File: src/rtl/mem_port_arbiter.sv
// rtl/mem_port_arbiter.sv - IF/LS shared memory port arbiter with starvation limit and response timeout
module mem_port_arbiter #(
  parameter int bits       = 32,
  parameter int STARVE_LIM = 4,
  parameter int TIMEOUT    = 64
) (
  input  logic            clk,
  input  logic            reset_n,
  input  logic            if_req,
  input  logic [bits-1:0] if_addr,
  output logic            if_gnt,
  output logic            if_valid,
  output logic [bits-1:0] if_rdata,
  output logic            if_err,
  input  logic            ls_req,
  input  logic            ls_we,
  input  logic [bits-1:0] ls_addr,
  input  logic [bits-1:0] ls_wdata,
  output logic            ls_gnt,
  output logic            ls_valid,
  output logic [bits-1:0] ls_rdata,
  output logic            ls_err,
  output logic            mem_req,
  output logic            mem_we,
  output logic [bits-1:0] mem_addr,
  output logic [bits-1:0] mem_wdata,
  input  logic            mem_ready,
  input  logic            valid,
  input  logic [bits-1:0] Rdata
);

  localparam int SW = $clog2(STARVE_LIM + 1);
  localparam int TW = $clog2(TIMEOUT);

  typedef enum logic [1:0] {
    S_IDLE = 2'd0,
    S_REQ  = 2'd1,
    S_WAIT = 2'd2,
    S_RESP = 2'd3
  } state_t;

  state_t          r_state;
  logic            r_owner_ls;
  logic [SW-1:0]   r_starve_cnt;
  logic [TW-1:0]   r_timer;
  logic            r_mem_req;
  logic            r_mem_we;
  logic [bits-1:0] r_mem_addr;
  logic [bits-1:0] r_mem_wdata;
  logic            r_if_valid;
  logic            r_if_err;
  logic [bits-1:0] r_if_rdata;
  logic            r_ls_valid;
  logic            r_ls_err;
  logic [bits-1:0] r_ls_rdata;

  logic            w_if_starved;
  logic            w_ls_win;
  logic            w_if_win;
  logic            w_if_gnt;
  logic            w_ls_gnt;
  logic            w_done;
  logic            w_timeout;
  logic [bits-1:0] w_cap_data;

  // Arbitration and response detection; grants only leave IDLE while out of reset
  always_comb begin
    w_if_starved = (r_starve_cnt == SW'(STARVE_LIM)) && if_req;
    w_ls_win     = ls_req && !w_if_starved;
    w_if_win     = if_req && !w_ls_win;
    w_if_gnt     = reset_n && (r_state == S_IDLE) && w_if_win;
    w_ls_gnt     = reset_n && (r_state == S_IDLE) && w_ls_win;
    w_timeout    = (r_state == S_WAIT) && !valid && (r_timer == TW'(TIMEOUT - 1));
    w_done       = ((r_state == S_REQ) && mem_ready && valid) ||
                   ((r_state == S_WAIT) && (valid || w_timeout));
    w_cap_data   = (w_timeout || r_mem_we) ? '0 : Rdata;
  end

  // Transaction FSM with registered memory-side and response outputs
  always_ff @(posedge clk) begin
    if (!reset_n) begin
      r_state      <= S_IDLE;
      r_owner_ls   <= 1'b0;
      r_starve_cnt <= '0;
      r_timer      <= '0;
      r_mem_req    <= 1'b0;
      r_mem_we     <= 1'b0;
      r_mem_addr   <= '0;
      r_mem_wdata  <= '0;
      r_if_valid   <= 1'b0;
      r_if_err     <= 1'b0;
      r_if_rdata   <= '0;
      r_ls_valid   <= 1'b0;
      r_ls_err     <= 1'b0;
      r_ls_rdata   <= '0;
    end else begin
      r_if_valid <= 1'b0;
      r_if_err   <= 1'b0;
      r_ls_valid <= 1'b0;
      r_ls_err   <= 1'b0;
      case (r_state)
        S_IDLE: begin
          if (w_if_gnt || w_ls_gnt) begin
            r_owner_ls  <= w_ls_gnt;
            r_mem_req   <= 1'b1;
            r_mem_we    <= w_ls_gnt && ls_we;
            r_mem_addr  <= w_ls_gnt ? ls_addr : if_addr;
            r_mem_wdata <= w_ls_gnt ? ls_wdata : '0;
            r_state     <= S_REQ;
            // IF waiting behind an LS grant accumulates starvation credit
            if (w_if_gnt || !if_req) begin
              r_starve_cnt <= '0;
            end else if (r_starve_cnt != SW'(STARVE_LIM)) begin
              r_starve_cnt <= r_starve_cnt + SW'(1);
            end
          end
        end
        S_REQ: begin
          if (mem_ready) begin
            r_mem_req <= 1'b0;
            r_timer   <= '0;
            r_state   <= valid ? S_RESP : S_WAIT;
          end
        end
        S_WAIT: begin
          r_timer <= r_timer + TW'(1);
          if (w_done) begin
            r_state <= S_RESP;
          end
        end
        S_RESP: begin
          r_state <= S_IDLE;
        end
        default: begin
          r_state <= S_IDLE;
        end
      endcase
      // Response pulse is raised on the edge that enters RESP
      if (w_done) begin
        if (r_owner_ls) begin
          r_ls_valid <= 1'b1;
          r_ls_err   <= w_timeout;
          r_ls_rdata <= w_cap_data;
        end else begin
          r_if_valid <= 1'b1;
          r_if_err   <= w_timeout;
          r_if_rdata <= w_cap_data;
        end
      end
    end
  end

  assign if_gnt    = w_if_gnt;
  assign ls_gnt    = w_ls_gnt;
  assign if_valid  = r_if_valid;
  assign if_err    = r_if_err;
  assign if_rdata  = r_if_rdata;
  assign ls_valid  = r_ls_valid;
  assign ls_err    = r_ls_err;
  assign ls_rdata  = r_ls_rdata;
  assign mem_req   = r_mem_req;
  assign mem_we    = r_mem_we;
  assign mem_addr  = r_mem_addr;
  assign mem_wdata = r_mem_wdata;

endmodule

File: config.mk
export PLATFORM = sky130hd
export DESIGN_NAME = mem_port_arbiter
export DESIGN_NICKNAME = d
export VERILOG_FILES = /design/src/rtl/mem_port_arbiter.sv
export SDC_FILE = /design/constraint.sdc
export NUM_CORES = 1
export LEC_CHECK = 0
export CELL_PAD_IN_SITES_DETAIL_PLACEMENT = 0
export CELL_PAD_IN_SITES_GLOBAL_PLACEMENT = 1
export CORE_AREA = 2 2 142 144
export DETAILED_ROUTE_END_ITERATION = 6
export DIE_AREA = 0 0 144 146
export PLACE_DENSITY = 0.89
export SLEW_MARGIN = 0
export SYNTH_ARGS = -nofsm -noshare
export SYNTH_HDL_FRONTEND = slang
export SYNTH_SLANG_ARGS = --single-unit
File: constraint.sdc
create_clock -name clk -period 2.3 [get_ports clk]
set_input_delay 0.46 -clock clk [delete_from_list [all_inputs] [get_ports clk]]
set_output_delay 0.46 -clock clk [all_outputs]
set_load 0.02 [all_outputs]
==> results.txt, run 1 <==
* Via count of the first global-routing pass: 5209
- Total power after layout: 8.68 mW
- Final standard cell utilization of the core: 48.5%
- Dominant combinational cell family by area after synthesis: multiplexers
- DRT Wirelength: 17400 um
- The worst setup path is captured at a primary output.
- DR WL/cell: 15.3 um
- After legalization and detailed placement, the total HPWL measured 12400 um.
- Yosys printed 0 warnings.
- Number of detailed-route iterations in the first pass: 4
- The die is 146 um tall.
- Based on the critical path, the design can be clocked at up to 456 MHz.
- In this run the deepest clock path goes through 2 buffers.
- Final nets: 1008
- Net count after synthesis: 744
- Summing over every cut layer, the via total after detailed routing is 5240.
* Number of maximum-capacitance constraint violations: 0
- The detail route stage leaves a number of antenna-violating nets equal to 0.
- Area of the die: 0.0210 mm^2
- Final hold slack: 0.455 ns
- Measured against the total synthesized area, the mux share comes to 17.0%.
* Share of layout cells above drive strength 1: 6.84%
- Number of placed I/O pins: 271
- Across every metal layer, demand over resource in global routing totals 16.4%.
- Avg Inst Size Synth: 9.60 um^2
* Count of flip-flops with a built-in enable after synthesis: 0
- Measured along the x axis, the die boundary spans 144 um.
- Register area: 0.00292 mm^2
- Basic-gate share of the synthesized area counting and, or, nand and nor cells: 12.5%
* Initial standard-cell utilization of the core: 29.9%
- Sorting the synthesized cells by area gives the leading types as sky130_fd_sc_hd__dfxtp_1, sky130_fd_sc_hd__mux2i_1, sky130_fd_sc_hd__nand2_1, sky130_fd_sc_hd__a22oi_1, sky130_fd_sc_hd__o21ai_0.
* Cell types with the highest counts after synthesis: sky130_fd_sc_hd__dfxtp_1, sky130_fd_sc_hd__nand2_1, sky130_fd_sc_hd__mux2i_1
- During placement, the flow inserted port buffers numbering 270.
* Required time worst endpoint: 1.84 ns
- Number of flip-flops and latches in the synthesized netlist: 146
- In this run the worst setup path begins at r_state[0]$_SDFFE_PN0P_.
- Summed over all cells, the static leakage comes to 3.62 nW.
* Multi-input combinational cell area: 0.00260 mm^2
- Power density over the cells: 926 mW/mm^2
* Placer congestion estimate: 0.771
- Area share of the leading cell type in the synthesized netlist: 50.6%
- Placeable core area: 0.0193 mm^2
- Biggest area consumer among synthesized cells: sky130_fd_sc_hd__dfxtp_1
* Maximum net fanout on the critical path: 4
- The worst setup path is of the flip-flop to primary output kind.
- Run status: completed
- Worst Clk Skew: 0.0128 ns
- After layout, the minimum clock period comes to 2.19 ns.
* First-pass GRT wire length: 27300 um
* Startpoint Class: flip-flop
* Path depth of the worst reg2reg path: 8
- Share of the clock period used by the worst path: 95.3%
- The final hold violation count is 0.
* Compound-Gate Fraction of Synth Area: 13.6%
- Reg2reg start: r_state[0]$_SDFFE_PN0P_
- In the routed design, unresolved DRC markers number 0.
- Initial antenna violation count: 0
- Cell count of the worst hold path: 2
* Hold path start: if_rdata[14]$_SDFFE_PN0P_
* Most instantiated library cell after synthesis: sky130_fd_sc_hd__dfxtp_1
- Via-to-Cell Ratio: 4.59
* Iter 0 DRT Violations: 195
- Pin slew with the least headroom to its limit: 0.656 ns
- Clock-pin slew was measured on the worst setup and hold paths at 0.06 ns.
- CTS built an H-tree with a depth of 4.
- Type of the tightest min-delay check: flip-flop to flip-flop
* Pins Over Slew Limit: 0
- Cell Area, Synth: 0.00578 mm^2
- Summed over all layers, the global routing overflow is 0.
- The number of antenna diodes in the final layout is 0.
- In the synthesized netlist, the number of instances is 602.
- Of the total synthesized cell area, the portion taken by full adders, half adders and majority gates is 1.52%.
* Largest vdd supply drop: 0.491 mV
- RSZ-0062 raised after global routing: false
* Worst rel slew slack: 56.3%
- Compared with the post-synthesis result, the final layout area differs by 62.2%.
* Sum of negative setup slack: 0 ns
* Clock tree from TritonCTS: yes
* Number of buffers inserted during clock tree synthesis: 17
- At the worst endpoint, the arrival time is 1.73 ns.
- Number of fill cells: 1819
* Distinct cell type count after synthesis: 43
- Worst-skew pair later-pin latency: 0.41 ns
- For this run, asynchronously set or reset flops after synthesis account for 0%.
* Share of the synthesized netlist area taken by xor and xnor gates: 0.303%
- Number of core rows: 51
- Sequential cell area fraction in the yosys report: 50.6%
* Largest net degree at the start of global routing: 67
- The finished layout holds 1142 standard cells, fillers aside.
- Placed insts: 1112
- Setup violations remaining at the end of the flow were counted as 0.
- The tree is rooted in a sky130_fd_sc_hd__clkbuf_16.
- For this run, the leading register cell type out of synthesis is sky130_fd_sc_hd__dfxtp_1.
* Clock sink total: 146
## metrics by stage
step / instance area [um^2] / setup slack [ns]
after global placement: 8800 / -0.0807
after floorplan: 5780 / 0.588
after detailed placement: 8800 / -0.0916
after CTS: 9380 / 0.0231
final: 9370 / 0.108
after global routing: 9370 / 0.000976
## cell type report
| cell class | count | share of cell area (%) |
|---|---|---|
| Multi-Input combinational cell | 406 | 27.7 |
| Timing Repair Buffer | 290 | 31.1 |
| Inverter | 5 | 0.200 |
| Clock inverter | 11 | 1.38 |
| Sequential cell | 146 | 31.2 |
| Clock buffer | 19 | 4.83 |
| Tap cell | 265 | 3.54 |
## path summary, 6_finish.rpt
kind	endpoint	slack (ns)
hold / removal	if_rdata[14]$_SDFFE_PN0P_	0.46
setup / recovery	if_gnt	0.11
hold reg to reg	if_rdata[14]$_SDFFE_PN0P_	0.46
setup reg to reg	mem_addr[1]$_SDFFE_PN0P_	0.34
## report_power, final
group | total (mW) | internal [mW] | switching [mW] | leakage, nW
Clock | 2.75 | 1.65 | 1.10 | 0.282
Sequential | 3.11 | 2.91 | 0.202 | 1.19
Combinational | 2.82 | 1.35 | 1.47 | 2.15
## worst max-delay path: stages, from the launching register on
cell and delay, ns:
sky130_fd_sc_hd__dfxtp_1 0.33, sky130_fd_sc_hd__inv_1 0.13, sky130_fd_sc_hd__ha_1 0.25, sky130_fd_sc_hd__nand3_1 0.09
sky130_fd_sc_hd__a21oi_1 0.17, sky130_fd_sc_hd__dlygate4sd2_1 0.37
## cells in the final DEF, fill, tap and decap left out, types with 4 or more instances in the layout
cell,synthesis,layout
sky130_fd_sc_hd__clkdlybuf4s50_1,0,267
sky130_fd_sc_hd__dfxtp_1,146,146
sky130_fd_sc_hd__nand2_1,109,109
sky130_fd_sc_hd__mux2i_1,98,98
sky130_fd_sc_hd__nor2_1,43,43
sky130_fd_sc_hd__o21ai_0,39,39
sky130_fd_sc_hd__a21oi_1,37,37
sky130_fd_sc_hd__a22oi_1,34,34
sky130_fd_sc_hd__clkbuf_16,0,17
sky130_fd_sc_hd__buf_4,4,15
sky130_fd_sc_hd__ha_1,7,7
sky130_fd_sc_hd__buf_12,0,6
sky130_fd_sc_hd__nand3_1,5,5
sky130_fd_sc_hd__inv_1,4,4
sky130_fd_sc_hd__nand2b_1,4,4
## cell families after synthesis
group	count (synthesis)
adder cells (fa/ha/maj)	7
multiplexers	98
AO/OA/AOI/OAI	125
flip-flops	146
XOR/XNOR	2
AND/OR/NAND/NOR	174
buffers and inverters	50
## layer usage
metal / part of all wire, % / GRT usage (%) / routed length, um
met5: 0 / 0 / 0
met4: 2.2 / 5.39 / 384
met3: 7.6 / 6.09 / 1330
met2: 49 / 27.1 / 8470
met1: 42 / 19.4 / 7240
## state kept, by name, indices dropped and copies added (netlist names)
signal and count:
ls_valid 1, mem_addr 32, if_err 1, r_state 2, ls_rdata 32, ls_err 1
r_owner_ls 1, if_valid 1, mem_wdata 32, mem_req 1, r_timer 6, if_rdata 32
r_starve_cnt 3, mem_we 1
## timing repair
item	CTS	global route
setup buffers	0	0
hold endpoints to repair	0	0
cloned	0	0
resized for setup	2	2
hold buffers	0	0
endpoints found under the setup margin	2	1
(Power assumes the default switching activity.)
==> run 2, diff against run 1 <==
--- a/config.mk
+++ b/config.mk
@@ -10,6 +10,7 @@
 export CORE_AREA = 2 2 142 144
 export DETAILED_ROUTE_END_ITERATION = 6
 export DIE_AREA = 0 0 144 146
+export GPL_TIMING_DRIVEN = 0
 export PLACE_DENSITY = 0.89
 export SLEW_MARGIN = 0
 export SYNTH_ARGS = -nofsm -noshare
==> results.txt, run 2 (same netlist as run 1, synthesis figures left out) <==
- The count of nets left with antenna violations once routing finished came out at 0.
- No sink is reached through more buffers than the 2 on the longest clock path.
- Min Clock Period, post-route: 2.18 ns
- The run finished with clean final reports.
- In this run the standard cell core region covers 0.0193 mm^2.
- Most frequent cells in the layout: sky130_fd_sc_hd__clkdlybuf4s50_1, sky130_fd_sc_hd__dfxtp_1, sky130_fd_sc_hd__nand2_1
- After global routing the overflow that remains totals 0.
- # H-tree levels: 4
- Routed via count: 5354
- Startpoint Class: flip-flop
- The first global-routing pass estimated 29200 um of wire.
- At the end of routability-driven placement, the weighted congestion stood at 0.781.
* Antenna cell count: 0
- Setup WS pre-CTS: -0.338 ns
- The final number of max-transition violations came to 0.
- After detailed routing, the number of vias per cell comes to 4.58.
- Number of maximum-capacitance constraint violations: 0
- For this block, the routed nets add up to 18300 um of wire.
- Clock sink total: 146
- Detailed-placement wirelength estimate: 13900 um
- Final nets: 1032
- For the final routed database, the setup TNS stands at 0 ns.
- From synthesis to final layout, the design area changed by 64.2%.
- Via count of the first global-routing pass: 5512
- The worst setup path is of the flip-flop to primary output kind.
* Leakage Power: 3.67 nW
* Number of placed I/O pins: 271
- Sort of element at the end of the critical path: primary output
- In this run the core area contains 51 standard-cell rows.
- DR WL/cell: 15.7 um
- STA puts the critical path data arrival time at 1.72 ns.
- Die boundary width: 144 um
* IO Port Bufs: 267
- Share of layout cells above drive strength 1: 6.87%
- TritonCTS built the clock tree.
- Hold violation count in the final report: 0
- Entering global routing, the biggest net connects 17 pins.
- The number of hold buffers added after CTS was 0.
- Setup violations remaining at the end of the flow were counted as 0.
- Hold is met by 0.455 ns.
- Power density over the cells: 959 mW/mm^2
* Required time worst endpoint: 1.84 ns
* Number of detailed-route iterations in the first pass: 5
* Final worst setup slack: 0.122 ns
- Initial standard-cell utilization of the core: 29.9%
* Total routing usage reported by global routing: 17.7%
- At the pin with the least slew margin, the transition time is 0.581 ns.
- Register clock-pin slew on the reported worst setup and hold paths: 0.06 ns
* Area of the die: 0.0210 mm^2
- The design draws 9.10 mW.
- Worst-skew pair later-pin latency: 0.41 ns
- The worst pin sits at a relative slew slack of 61.2%.
- VDD sags by at most 0.458 mV.
- The floorplan step set the die height to 146 um.
- Setup repair after global routing left no endpoint under its margin.
* Share of the clock period used by the worst path: 94.7%
* DRC violations left: 0
- Maximum net fanout on the critical path: 10
- Static timing analysis puts the maximum clock frequency at 459 MHz.
- Number of buffers inserted during clock tree synthesis: 17
* Worst Clk Skew: 0.00942 ns
* Most frequent standard cell in the layout excluding fill and tap cells: sky130_fd_sc_hd__clkdlybuf4s50_1
* Root cell of the clock tree: sky130_fd_sc_hd__clkbuf_16
- Initial antenna violation count: 0
- Type of the tightest min-delay check: flip-flop to flip-flop
* Iter 0 DRT Violations: 206
* Flop-to-flop setup slack: 0.28 ns
==> run 2: changes by cell type in the layout (fill, tap and decap cells not counted), sizes merged <==
cell           delta
inv               +2
clkbuf           +24
buf               +2
bufinv            +3
clkdlybuf4s50     -2
clkinv            -3
==> run 2: routing by layer <==
metal	vias to the layer above	track usage, %	part of all wire [%]
li1	2662	-	-
met1	2485	20.8	41
met2	180	30.2	49
met3	27	5.99	7.2
met4	0	5.69	2.3
met5	-	0	0
==> run 2: critical path, cell delays in order, from the launching register on <==
cell	delay, ns
sky130_fd_sc_hd__dfxtp_1	0.34
sky130_fd_sc_hd__inv_1	0.13
sky130_fd_sc_hd__ha_4	0.18
sky130_fd_sc_hd__nand3_1	0.11
sky130_fd_sc_hd__a31oi_4	0.21
sky130_fd_sc_hd__buf_6	0.18
sky130_fd_sc_hd__buf_4	0.15
==> run 2: metrics by stage <==
stage / area, um^2 / instances / util, %
final: 9490 / 1168 / 49.1
after global routing: 9490 / 1168 / 49.1
after global placement: 8780 / 1134 / 45.4
after CTS: 9470 / 1166 / 49.0
after floorplan: 5780 / 602 / -
after detailed placement: 8780 / 1134 / 45.4
==> run 2: layout make-up <==
type,count,area (um^2)
Clock inverter,13,223
Inverter,5,18.8
Fill cell,1831,9850
Tap cell,265,332
Buffer,45,254
Timing Repair Buffer,269,2680
Multi-Input combinational cell,406,2610
Clock buffer,19,443
Sequential cell,146,2920
==> run 2: final timing paths <==
kind	start	end	cells past startpoint
max	r_state[1]$_SDFFE_PN0P_	ls_gnt	6
min	if_rdata[28]$_SDFFE_PN0P_	if_rdata[28]$_SDFFE_PN0P_	2
max reg2reg	r_state[0]$_SDFFE_PN0P_	if_rdata[22]$_SDFFE_PN0P_	7
min reg2reg	if_rdata[28]$_SDFFE_PN0P_	if_rdata[28]$_SDFFE_PN0P_	2
==> run 2: power breakdown <==
part           switching (mW)  internal, mW
Sequential              0.205          2.91
Combinational            1.52          1.35
Clock                    1.14          1.98
==> run 2: repair_timing <==
action,in CTS,in global routing
gates resized for setup,12,0
hold endpoints to repair,0,0
setup buffers,0,2
endpoints found under the setup margin,2,1
==> run 3, diff against run 2 <==
--- a/config.mk
+++ b/config.mk
@@ -7,11 +7,13 @@
 export LEC_CHECK = 0
 export CELL_PAD_IN_SITES_DETAIL_PLACEMENT = 0
 export CELL_PAD_IN_SITES_GLOBAL_PLACEMENT = 1
-export CORE_AREA = 2 2 142 144
+export CORE_AREA = 2 2 138 140
+export CTS_CLUSTER_SIZE = 40
 export DETAILED_ROUTE_END_ITERATION = 6
-export DIE_AREA = 0 0 144 146
+export DIE_AREA = 0 0 140 142
 export GPL_TIMING_DRIVEN = 0
-export PLACE_DENSITY = 0.89
+export PLACE_DENSITY = 0.93
+export SETUP_SLACK_MARGIN = 0.15
 export SLEW_MARGIN = 0
 export SYNTH_ARGS = -nofsm -noshare
 export SYNTH_HDL_FRONTEND = slang
==> constraint.sdc (replaced) <==
create_clock -name clk -period 2.7 [get_ports clk]
set_input_delay 0.54 -clock clk [delete_from_list [all_inputs] [get_ports clk]]
set_output_delay 0.54 -clock clk [all_outputs]
set_load 0.02 [all_outputs]
==> results.txt, run 3 (same netlist as run 1, synthesis figures left out) <==
- Initial standard-cell utilization of the core: 31.3%
- Hold violation count in the final report: 0
- Placeable core area: 0.0185 mm^2
* Post-route antenna net violation count: 0
* Register clock-pin slew on the reported worst setup and hold paths: 0.06 ns
- TritonCTS built the clock tree.
- Final number of setup-violating endpoints: 0
* Iter 0 DRT Violations: 228
* Area of the die: 0.0199 mm^2
- The worst hold path belongs to the class flip-flop to flip-flop.
- 271 I/O pins were placed.
* Switching pwr: 2.45 mW
- Data on the critical path is required at its endpoint by 2.16 ns.
* Worst rel slew slack: 57.2%
* Quantity of hold-fixing buffers added after cts: 0
- Prior to clock tree synthesis, the placed netlist has a worst setup slack of -0.00722 ns.
* DR WL/cell: 16.0 um
- Min Clock Period, post-route: 2.43 ns
- The congestion estimate from routability-driven global placement came to 0.793.
- Root cell of the clock tree: sky130_fd_sc_hd__clkbuf_16
- Along the worst path, the maximum fanout reaches 10.
* Final nets: 1032
- Row generation in the floorplan step produced 50 rows.
- DRC violations left: 13
- Most frequent standard cell in the layout excluding fill and tap cells: sky130_fd_sc_hd__clkdlybuf4s50_1
* Startpoint Class: flip-flop
* Leakage Power: 3.65 nW
- # H-tree levels: 4
* Via-to-Cell Ratio: 4.74
- Counting along the longest clock path gives a buffer depth of 2.
- Across the run, the number of max-cap violations was 0.
- For the final database, setup skew stands at 0.00880 ns.
* Pin slew with the least headroom to its limit: 0.641 ns
- For this run, the top clock speed supported by timing is 411 MHz.
* Total power after layout: 7.54 mW
* Height of the die: 142 um
* Crit path cell chain: inv_1, ha_4, nand3_1, a31oi_4, buf_4, clkdlybuf4s15_2
- The area growth from synthesis to layout is 62.5%.
- Peak per-stage delay on the critical path: 0.34 ns
- Largest net degree at the start of global routing: 17
* Final worst setup slack: 0.267 ns
- Crit path buf inv count: 3
- The number of global-route vias before repair is 5348.
* Comb power frac: 32.4%
- Sort of element at the end of the critical path: primary output
- The routed design has 18200 um of wire.
- Total routing usage reported by global routing: 18.2%
- First-pass GRT wire length: 28600 um
- Worst-skew pair later-pin latency: 0.42 ns
* Cell area after placement: 0.00874 mm^2
- Setup total negative slack on the finished layout was measured at 0 ns.
- Detailed-placement wirelength estimate: 13700 um
- On the critical path the largest part of the delay comes from buffers and inverters.
- In this run, flip-flops and latches consume 35.3% of the power.
* Clock sink total: 146
- Switching Share: 32.5%
* Power density over the cells: 803 mW/mm^2
- Share of layout cells above drive strength 1: 6.87%
- Routed via count: 5391
* Initial antenna violation count: 0
* Pins Over Slew Limit: 0
* Part of the total power dissipated in the clock network: 32.4%
* Die boundary width: 140 um
- The checks that failed: DRC.
- Number of detailed-route iterations in the first pass: 7
- Crit path kind: flip-flop to primary output
- For this run the aggregate overflow at the end of global routing stands at 0.
- The top cell types in the final layout, fill and taps aside, are sky130_fd_sc_hd__clkdlybuf4s50_1, sky130_fd_sc_hd__dfxtp_1, sky130_fd_sc_hd__nand2_1.
* CP max stage cell: sky130_fd_sc_hd__dfxtp_1
- VDD sags by at most 0.514 mV.
- 0 antenna diodes ended up in the layout.
* Final Cell Area: 0.00939 mm^2
* RSZ-0062 raised after global routing: false
- During placement, the flow inserted port buffers numbering 267.
- Share of the clock period used by the worst path: 90.1%
- Cell-internal power: 5.09 mW
- Arrival time of data at the critical path endpoint: 1.89 ns
- In this run, CTS created clock tree buffers numbering 17.
- Run status: complete, but fails checks
[run 3: repair_timing]
action,in CTS,in global routing
resized for setup,7,2
buffers inserted,0,2
endpoints found under the setup margin,2,1
[run 3: final timing paths]
check / startpoint / cells after the start / to / slack (ns)
max: r_state[1]$_SDFFE_PN0P_ / 6 / ls_gnt / 0.27
min: if_rdata[30]$_SDFFE_PN0P_ / 2 / if_rdata[30]$_SDFFE_PN0P_ / 0.45
max reg2reg: r_state[0]$_SDFFE_PN0P_ / 7 / if_rdata[9]$_SDFFE_PN0P_ / 0.70
min reg2reg: if_rdata[30]$_SDFFE_PN0P_ / 2 / if_rdata[30]$_SDFFE_PN0P_ / 0.45
[run 3: area by class of cell]
cell class / instances / area [um^2]
Fill cell: 1701 / 9070
Sequential cell: 146 / 2920
Timing Repair Buffer: 269 / 2690
Multi-Input combinational cell: 406 / 2610
Clock buffer: 18 / 429
Tap cell: 234 / 293
Buffer: 45 / 250
Clock inverter: 14 / 178
Inverter: 5 / 18.8
[run 3: power groups by stage]
stage / Clock [mW] / Combinational, mW / Sequential (mW)
CTS: 2.49 / 2.43 / 2.66
global placement: 0 / 2.40 / 2.69
detailed placement: 0 / 2.41 / 2.70
floorplan: 0 / 0.984 / 3.03
global route: 2.60 / 2.64 / 2.69
finish: 2.44 / 2.44 / 2.66
[run 3: through the flow]
stage / utilization (%) / instances / hold WS [ns]
after global routing: 50.9 / 1137 / 0.468
after CTS: 50.7 / 1135 / 0.457
after floorplan: - / 602 / 0.457
final: 50.9 / 1137 / 0.451
after global placement: 47.4 / 1103 / 0.443
after detailed placement: 47.4 / 1103 / 0.447
[run 3: metal layers]
metal	GRT usage, %	part of all wire [%]	vias up
met5	0	0	-
met3	6.80	7.5	16
met1	21.3	41	2514
met2	31.4	50	201
met4	5.32	1.4	0
li1	-	-	2660
[run 3: tightest hold or removal path, stage by stage (launching register included)]
cell	delay (ns)
sky130_fd_sc_hd__dfxtp_1	0.31
sky130_fd_sc_hd__nand2_1	0.05
sky130_fd_sc_hd__mux2i_1	0.05
